<file path="config.mk">
export PLATFORM = sky130hd
export DESIGN_NAME = snes_poll_master
export DESIGN_NICKNAME = d
export VERILOG_FILES = /design/src/rtl/snes_poll_master.sv
export SDC_FILE = /design/constraint.sdc
export NUM_CORES = 1
export LEC_CHECK = 0
export CAP_MARGIN = 10
export CORE_MARGIN = 1.5
export CORE_UTILIZATION = 30
export CTS_CLUSTER_DIAMETER = 120
export DETAILED_ROUTE_END_ITERATION = 6
export PLACE_DENSITY = 0.59
export SETUP_SLACK_MARGIN = 0.1
export SLEW_MARGIN = 20
export SYNTH_ARGS = -nofsm -noshare
export SYNTH_HDL_FRONTEND = slang
export SYNTH_SLANG_ARGS = --single-unit
</file>
<file path="constraint.sdc">
create_clock -name sys_clk -period 2.8 [get_ports sys_clk]
set_input_delay 0.42 -clock sys_clk [delete_from_list [all_inputs] [get_ports sys_clk]]
set_output_delay 0.42 -clock sys_clk [all_outputs]
set_load 0.005 [all_outputs]
</file>
<file path="src/rtl/snes_poll_master.sv">
// Console-side poller for SNES/NES-style serial pads: drives latch/clock and
// deserialises NUM_PORTS data lines into a frame register, free-running or single-shot.
module snes_poll_master #(
    parameter int PERIOD_CYCLES = 800000,
    parameter int LATCH_CYCLES  = 576,
    parameter int HALF_CYCLES   = 288,
    parameter int NUM_BITS      = 16,
    parameter int NUM_PORTS     = 2,
    parameter bit ACTIVE_LOW    = 1'b1
) (
    input  logic                           sys_clk,
    input  logic                           rst,
    input  logic                           enable,
    input  logic                           trigger,
    input  logic [NUM_PORTS-1:0]           data_in,
    output logic                           snes_lat,
    output logic                           snes_clk,
    output logic [NUM_PORTS*NUM_BITS-1:0]  frame_data,
    output logic                           frame_valid,
    output logic                           busy,
    output logic [15:0]                    frame_count
);

    localparam int TMAX = (LATCH_CYCLES > HALF_CYCLES) ? LATCH_CYCLES : HALF_CYCLES;
    localparam int CW   = $clog2(TMAX + 1);
    localparam int PW   = $clog2(PERIOD_CYCLES + 1);
    localparam int BW   = $clog2(NUM_BITS + 1);

    typedef enum logic [2:0] {IDLE, LATCH, GAP, CLK_LO, CLK_HI} state_t;

    state_t                          r_state, w_next;
    logic [CW-1:0]                   r_cnt;
    logic [PW-1:0]                   r_period;
    logic [BW-1:0]                   r_bit;
    logic [BW-1:0]                   w_idx;
    logic                            r_en_d, r_pend;
    logic [NUM_PORTS*NUM_BITS-1:0]   r_shadow;
    logic                            w_tc_lat, w_tc_half, w_last, w_due;
    logic                            w_start, w_done, w_sample;

    assign w_tc_lat  = (r_cnt == CW'(LATCH_CYCLES - 1));
    assign w_tc_half = (r_cnt == CW'(HALF_CYCLES - 1));
    assign w_last    = (r_bit == BW'(NUM_BITS - 1));
    // An enable rising edge counts as an expired period; if it lands mid-frame it is held pending.
    assign w_due     = enable && ((r_period == PW'(PERIOD_CYCLES - 1)) || !r_en_d || r_pend);
    assign w_idx     = (r_state == LATCH) ? '0 : r_bit + 1'b1;

    always_comb begin
        w_next   = r_state;
        w_start  = 1'b0;
        w_done   = 1'b0;
        w_sample = 1'b0;
        case (r_state)
            IDLE: begin
                if (trigger || w_due) begin
                    w_next  = LATCH;
                    w_start = 1'b1;
                end
            end
            LATCH: begin
                if (w_tc_lat) begin
                    w_next   = GAP;
                    w_sample = 1'b1;
                end
            end
            GAP: begin
                if (w_tc_half) w_next = CLK_LO;
            end
            CLK_LO: begin
                if (w_tc_half) w_next = CLK_HI;
            end
            CLK_HI: begin
                if (w_tc_half) begin
                    if (w_last) begin
                        w_next = IDLE;
                        w_done = 1'b1;
                    end else begin
                        w_next   = CLK_LO;
                        w_sample = 1'b1;
                    end
                end
            end
            default: w_next = IDLE;
        endcase
    end

    always_ff @(posedge sys_clk) begin
        if (rst) r_state <= IDLE;
        else     r_state <= w_next;
    end

    always_ff @(posedge sys_clk) begin
        if (rst) begin
            r_cnt       <= '0;
            r_period    <= '0;
            r_bit       <= '0;
            r_en_d      <= 1'b0;
            r_pend      <= 1'b0;
            snes_lat    <= 1'b0;
            snes_clk    <= 1'b1;
            busy        <= 1'b0;
            frame_valid <= 1'b0;
            frame_data  <= '0;
            frame_count <= '0;
        end else begin
            frame_valid <= 1'b0;
            r_en_d      <= enable;

            if (!enable || w_start)
                r_period <= '0;
            else if (r_period != PW'(PERIOD_CYCLES - 1))
                r_period <= r_period + 1'b1;

            if (!enable || w_start)
                r_pend <= 1'b0;
            else if (!r_en_d && r_state != IDLE)
                r_pend <= 1'b1;

            if (r_state == IDLE || w_next != r_state)
                r_cnt <= '0;
            else
                r_cnt <= r_cnt + 1'b1;

            // The pad clock is low only for the CLK_LO phase, so it follows the next state directly.
            snes_clk <= (w_next != CLK_LO);

            if (w_start) begin
                snes_lat <= 1'b1;
                busy     <= 1'b1;
                r_bit    <= '0;
            end else if (r_state == LATCH && w_tc_lat) begin
                snes_lat <= 1'b0;
            end

            if (r_state == CLK_HI && w_tc_half && !w_last)
                r_bit <= r_bit + 1'b1;

            if (w_done) begin
                frame_data  <= r_shadow;
                frame_valid <= 1'b1;
                frame_count <= frame_count + 16'd1;
                busy        <= 1'b0;
            end
        end
    end

    always_ff @(posedge sys_clk) begin
        for (int p = 0; p < NUM_PORTS; p++) begin
            for (int i = 0; i < NUM_BITS; i++) begin
                if (w_sample && i == int'(w_idx))
                    r_shadow[p*NUM_BITS + i] <= data_in[p] ^ ACTIVE_LOW;
            end
        end
    end

endmodule
</file>
==> results of run 1 <==
-- worst paths after layout --
check | startpoint | to | slack (ns) | depth (start not counted)
setup / recovery | r_bit[0] | r_shadow[0] | 0.29 | 9
hold / removal | frame_data[12] | frame_data[12] | 0.45 | 2
setup reg to reg | r_bit[0] | r_shadow[0] | 0.29 | 9
hold reg to reg | frame_data[12] | frame_data[12] | 0.45 | 2
-- metrics by stage --
step	std cells	total power [W]	area (um2)	util, %	setup WS, ns
after floorplan	541	0.00195	5110	-	0.363
after detailed placement	802	0.00198	5900	35.6	0.183
after CTS	834	0.00405	6470	39.0	0.159
final	836	0.00401	6490	39.1	0.289
after global routing	836	0.00415	6490	39.1	0.108
after global placement	802	0.00198	5900	35.6	0.271
-- final cells by class --
cell class              instances  share of cell area, %
clock buffers                  19                   7.16
clock inverters                13                   1.64
repair buffers                 67                   10.1
flip-flops and latches        124                   43.2
well taps                     220                   4.24
multi-input cells             384                   33.2
inverters                       9                  0.521
-- Yosys cell counts (all sizes together), types with 10 or more instances --
master  count
nand2      94
dfxtp      92
nor2       69
a21oi      48
edfxtp     32
xnor2      26
nand3      24
buf        14
nand4      14
nor3       12
nor4       12
xor2       11
clkbuf     10
o21ai      10
-- cell usage in the layout, fill, tap and decap left out, types with 6 or more instances in the layout --
cell type,netlist,final
o21ai_0,10,9
buf_4,0,9
nor4_1,11,11
nand3_1,24,24
xor2_1,11,11
nand2_1,94,94
nor2_1,69,69
nand4_1,13,13
clkbuf_16,0,18
xnor2_1,26,26
a21oi_1,47,47
edfxtp_1,32,32
clkdlybuf4s50_1,0,56
or3_1,8,8
dfxtp_1,92,92
inv_1,9,9
and4_1,6,6
nor3_1,11,11
-- state kept, by name, summed over array words and instances (netlist names), 3 cells and up --
name and flops:
frame_data 32, r_shadow 32, r_period 20, frame_count 16
r_cnt 10, r_bit 5, r_state 3
-- kinds of logic (layout without fill, tap and decap cells) --
kind of cell / after synthesis / after routing / synth area share (%)
and+or+nand+nor: 262 / 262 / 25.1
DFF: 124 / 124 / 54.9
AOI/OAI and AO/OA: 79 / 79 / 9.19
xor gates and xnor gates: 37 / 37 / 6.35
buffers and inverters: 33 / 108 / 3.09
adders and majority gates: 5 / 5 / 1.23
muxes: 1 / 1 / 0.196
-- power by group through the flow --
stage | Clock (W) | Combinational [W] | Sequential, W
after floorplan | 0 | 0.0000599 | 0.00189
after global placement | 0 | 0.0000887 | 0.00189
after detailed placement | 0 | 0.0000903 | 0.00189
after CTS | 0.00211 | 0.0000911 | 0.00185
after global routing | 0.00219 | 0.0000997 | 0.00186
final | 0.00206 | 0.0000907 | 0.00185
-- critical path, delay by kind of cell (launching register included) --
family / cells / cell delay, ns
and+or+nand+nor: 4 / 0.73
adders and majority gates: 2 / 0.48
AOI/OAI and AO/OA: 2 / 0.46
DFF: 1 / 0.37
buffers and inverters: 1 / 0.17
-- routing by layer --
layer  share of wire (%)  routed length [um]  up-vias
li1                    -                   -     2034
met1                  48                5440     1903
met2                  48                5460       69
met3                 3.3                 381       15
met4                 1.3                 149        0
met5                   0                   0        -
-- what timing repair did --
item / CTS / global route
resized for setup: 0 / 1
hold endpoints to repair: 0 / 0
buffers inserted: 0 / 2
endpoints found under the setup margin: 0 / 24
==> results.json, run 1 <==
{
  "period_minus_slack_ns": 2.51,
  "die-area_mm2": 0.0178,
  "setup_viol": 0,
  "vias": 4021,
  "multiInputGateArea_mm2": 0.00215,
  "place.gp.congestion": 0.830,
  "clkLatencyLatePin_ns": 0.41,
  "start_util_pct": 30.8,
  "die_w_um": 133,
  "crit_path_max_incr_delay_ns": 0.37,
  "drtAntennaViolNets": 0,
  "seqPwrFrac_pct": 46.3,
  "cts_hold_buf": 0,
  "ir_drop_mv": 0.413,
  "cp-start-kind": "flop",
  "cp-end-kind": "flop",
  "p_leak_nw": 2.06,
  "grt_max_degree": 38,
  "hold_violations": 0,
  "syn_area_mm2": 0.00511,
  "p_switching_w": 0.000910,
  "grt_antenna_before_repair": 0,
  "htree_num_levels": 4,
  "synth-warning-count": 0,
  "design.core.area_mm2": 0.0166,
  "drive_above_1_share_pct": 9.09,
  "finalCritPeriodShare_pct": 89.7,
  "arrival_ns": 2.61,
  "criticalPathCategory": "reg -> reg",
  "synth_top_area_share_pct": 36.1,
  "cts_root_buf": "clkbuf_16",
  "first_global_vias": 3866,
  "crit_chain": "ha_1, and3_1, ha_1, nor4b_2, buf_4, nand3_1, a21oi_4, nand2_1, a21oi_1",
  "rsz0062_at_grt": "false",
  "nets": 614,
  "drv_cap": 0,
  "cts_buffers": 17,
  "yosysTopAreaCell": "dfxtp_1",
  "fin_tns_setup_ns": 0,
  "seqCellArea_mm2": 0.00280,
  "busiest_layer": "met2",
  "clk_transition_reported_paths_ns": 0.06,
  "slew_viol_final": 0,
  "synth_flop_cell": "dfxtp_1",
  "hold_class": "reg -> reg",
  "die_h_um": 133,
  "fillers": 1655,
  "worstPathMaxFanout": 8,
  "ys_seq_area_share_pct": 54.9,
  "numPortBuffers": 57,
  "power_frac_clock_pct": 51.5,
  "worstPathRequired_ns": 2.90,
  "grt_pass1_wl_mm": 18.8,
  "grtUsageMet1_pct": 16.8,
  "synthCells": 541,
  "drtPass1Iterations": 4,
  "num_rows": 47,
  "grtUsageMet2_pct": 21.7,
  "p_sw_share_pct": 22.7,
  "hold_slack_ns": 0.453,
  "ys_async_sr_fraction_pct": 0,
  "routed_wl_mm": 11.4,
  "netlist-cell-type-count": 53,
  "cts_tree": "built",
  "status": "finished, final reports clean",
  "synth_edf_count": 32,
  "max_freq_mhz": 398,
  "grt_usage_pct": 13.3,
  "p_per_area_mw_per_mm2": 618,
  "grtUsageMet3_pct": 3.23,
  "avgSynthCellArea_um2": 9.44,
  "synth_area_leaders": "dfxtp_1 (36%), edfxtp_1 (19%), nand2_1 (6.9%)",
  "antenna_cells": 0,
  "slew-limit-headroom_pct": 67.2,
  "tightestPinTransition_ns": 0.491,
  "internal_power_w": 0.00310,
  "power_frac_comb_pct": 2.3,
  "avgViaCountPerCell": 4.81,
  "slowest_stage": "dfxtp_1",
  "synth_fp_nets": 552,
  "ios": 58,
  "finalClockSkew_ns": 0.00778,
  "grt_overflow": 0,
  "cts.sinks": 124,
  "wl_per_cell_um": 13.7,
  "dp_hpwl_mm": 7.90,
  "max-clock-path-buffers": 2,
  "syn_to_final_growth_pct": 27.1,
  "ys_ff_latch": 124,
  "path_common_cell": "ha_1",
  "drt_iter0_drc": 180,
  "drc": 0
}
Power figures use the tool's default switching activity.
==> run 2, diff against run 1 <==
CTS_BUF_LIST = sky130_fd_sc_hd__clkbuf_4   (was default)
==> run 2 against run 1 <==
Net effect: clock-buffer cell count down 2; non-clock buffer count unchanged; first-iteration DRC count down 15%; critical path depth unchanged; flip-flop and latch count unchanged; critical path type unchanged.
==> results.json, run 2 (same netlist as run 1, synthesis figures left out) <==
{
  "status": "finished, final reports clean",
  "grt_usage_pct": 13.2,
  "htree_num_levels": 4,
  "totalPowerFinal_w": 0.00313,
  "slew-limit-headroom_pct": 67.3,
  "grt_overflow": 0,
  "rsz0062_at_grt": "true",
  "final_common_cell": "nand2_1",
  "die_h_um": 133,
  "routed_wl_mm": 11.4,
  "start_util_pct": 30.8,
  "seqPwrFrac_pct": 59.1,
  "fillers": 1682,
  "internal_power_w": 0.00233,
  "numPortBuffers": 57,
  "hold_slack_ns": 0.313,
  "cts_buffers": 17,
  "syn_to_final_growth_pct": 21.1,
  "ios": 58,
  "cts.sinks": 124,
  "grt_max_degree": 38,
  "die-area_mm2": 0.0178,
  "p_sw_share_pct": 25.8,
  "drtAntennaViolNets": 0,
  "arrival_ns": 2.77,
  "antenna_cells": 0,
  "drc": 0,
  "num_rows": 47,
  "finalCritPeriodShare_pct": 90.2,
  "vias": 4021,
  "hold_class": "in -> reg",
  "p_per_area_mw_per_mm2": 507,
  "power_frac_clock_pct": 38.0,
  "drive_above_1_share_pct": 9.09,
  "grt_pass1_wl_mm": 18.8,
  "max_freq_mhz": 396,
  "clk_transition_reported_paths_ns": 0.12,
  "p_leak_nw": 1.92,
  "period_minus_slack_ns": 2.53,
  "place.gp.congestion": 0.830,
  "design.core.area_mm2": 0.0166,
  "slew_viol_final": 0,
  "first_global_vias": 3848,
  "fin_tns_setup_ns": 0,
  "p_switching_w": 0.000807,
  "drt_iter0_drc": 153,
  "die_w_um": 133,
  "setup_viol": 0,
  "cts_hold_buf": 0,
  "worstPathMaxFanout": 8,
  "ir_drop_mv": 0.217,
  "drtPass1Iterations": 4,
  "dp_hpwl_mm": 7.90,
  "cts_tree": "built",
  "nets": 614,
  "worstPathRequired_ns": 3.05,
  "cp-end-kind": "flop",
  "criticalPathCategory": "reg -> reg",
  "max-clock-path-buffers": 2,
  "layout_common_cells": "nand2_1 (94), dfxtp_1 (92), nor2_1 (69)",
  "hold_violations": 0,
  "tightestPinTransition_ns": 0.489,
  "cp-start-kind": "flop",
  "reg_top3": "frame_data x32, r_shadow x32, r_period x20",
  "drv_cap": 0,
  "wl_per_cell_um": 13.6,
  "cts_root_buf": "clkbuf_4",
  "avgViaCountPerCell": 4.81,
  "power_frac_comb_pct": 2.9,
  "grt_antenna_before_repair": 0,
  "finalClockSkew_ns": 0.0214,
  "clkLatencyLatePin_ns": 0.55
}
[run 2: cell types whose count changed in the layout (fill, tap and decap cells not counted)]
cell and change:
clkbuf_16 -18, clkbuf_4 +17, inv_2 +1, bufinv_16 +1
clkbuf_8 -1
[run 2: metrics by stage]
stage | area (um2) | cells | util, % | setup WS [ns]
2_1_floorplan | 5110 | 541 | - | 0.363
3_3_place_gp | 5900 | 802 | 35.6 | 0.271
3_5_place_dp | 5900 | 802 | 35.6 | 0.183
4_1_cts | 6160 | 834 | 37.2 | 0.153
5_1_grt | 6180 | 836 | 37.3 | 0.0940
6_report | 6180 | 836 | 37.3 | 0.273
[run 2: final timing paths]
kind	slack, ns	endpoint	cells after the start	startpoint
worst min register to register	0.46	frame_data[12]	2	frame_data[12]
worst min-delay path	0.31	r_bit[3]	2	rst
worst max register to register	0.27	r_shadow[0]	9	r_bit[0]
worst max-delay path	0.27	r_shadow[0]	9	r_bit[0]
[run 2: repair_timing]
action / 4_1_cts / 5_1_grt
endpoints found under the setup margin: 0 / 24
buffers inserted: 0 / 2
endpoints found under the hold margin: 0 / 0
resized for setup: 0 / 1
[run 2: area by class of cell]
| cell class | instances | area [um2] | share of cell area [%] |
|---|---|---|---|
| flip-flops and latches | 124 | 2800 | 45.3 |
| inverters | 9 | 33.8 | 0.546 |
| clock inverters | 15 | 140 | 2.27 |
| clock buffers | 17 | 128 | 2.06 |
| multi-input cells | 384 | 2150 | 34.8 |
| repair buffers | 67 | 653 | 10.6 |
| well taps | 220 | 275 | 4.45 |
[run 2: power groups by stage]
stage | Sequential [W] | Combinational, W | Clock, W
after floorplan | 0.00189 | 0.0000599 | 0
after global placement | 0.00189 | 0.0000887 | 0
after detailed placement | 0.00189 | 0.0000903 | 0
after CTS | 0.00185 | 0.0000911 | 0.00123
after global routing | 0.00185 | 0.0000996 | 0.00131
final | 0.00185 | 0.0000904 | 0.00119
[run 2: routing by layer]
layer | wire length, um | share of wire, % | track usage [%]
met5 | 0 | 0 | 0
met1 | 5370 | 47 | 16.6
met4 | 183 | 1.6 | 5.43
met2 | 5420 | 48 | 21.6
met3 | 421 | 3.7 | 3.46
[run 2: worst max-delay path, stage by stage, from the launching register on]
cell and delay, ns:
dfxtp_1 0.39, ha_1 0.27, and3_1 0.20, ha_1 0.21, nor4b_2 0.28, buf_4 0.17, nand3_1 0.12, a21oi_4 0.25
nand2_1 0.14, a21oi_1 0.21
==> run 3, diff against run 2 <==
SKIP_CTS_REPAIR_TIMING = 1   (was default)
==> results of run 3 <==
No change in the layout: final DEF, timing and power equal those of run 2.
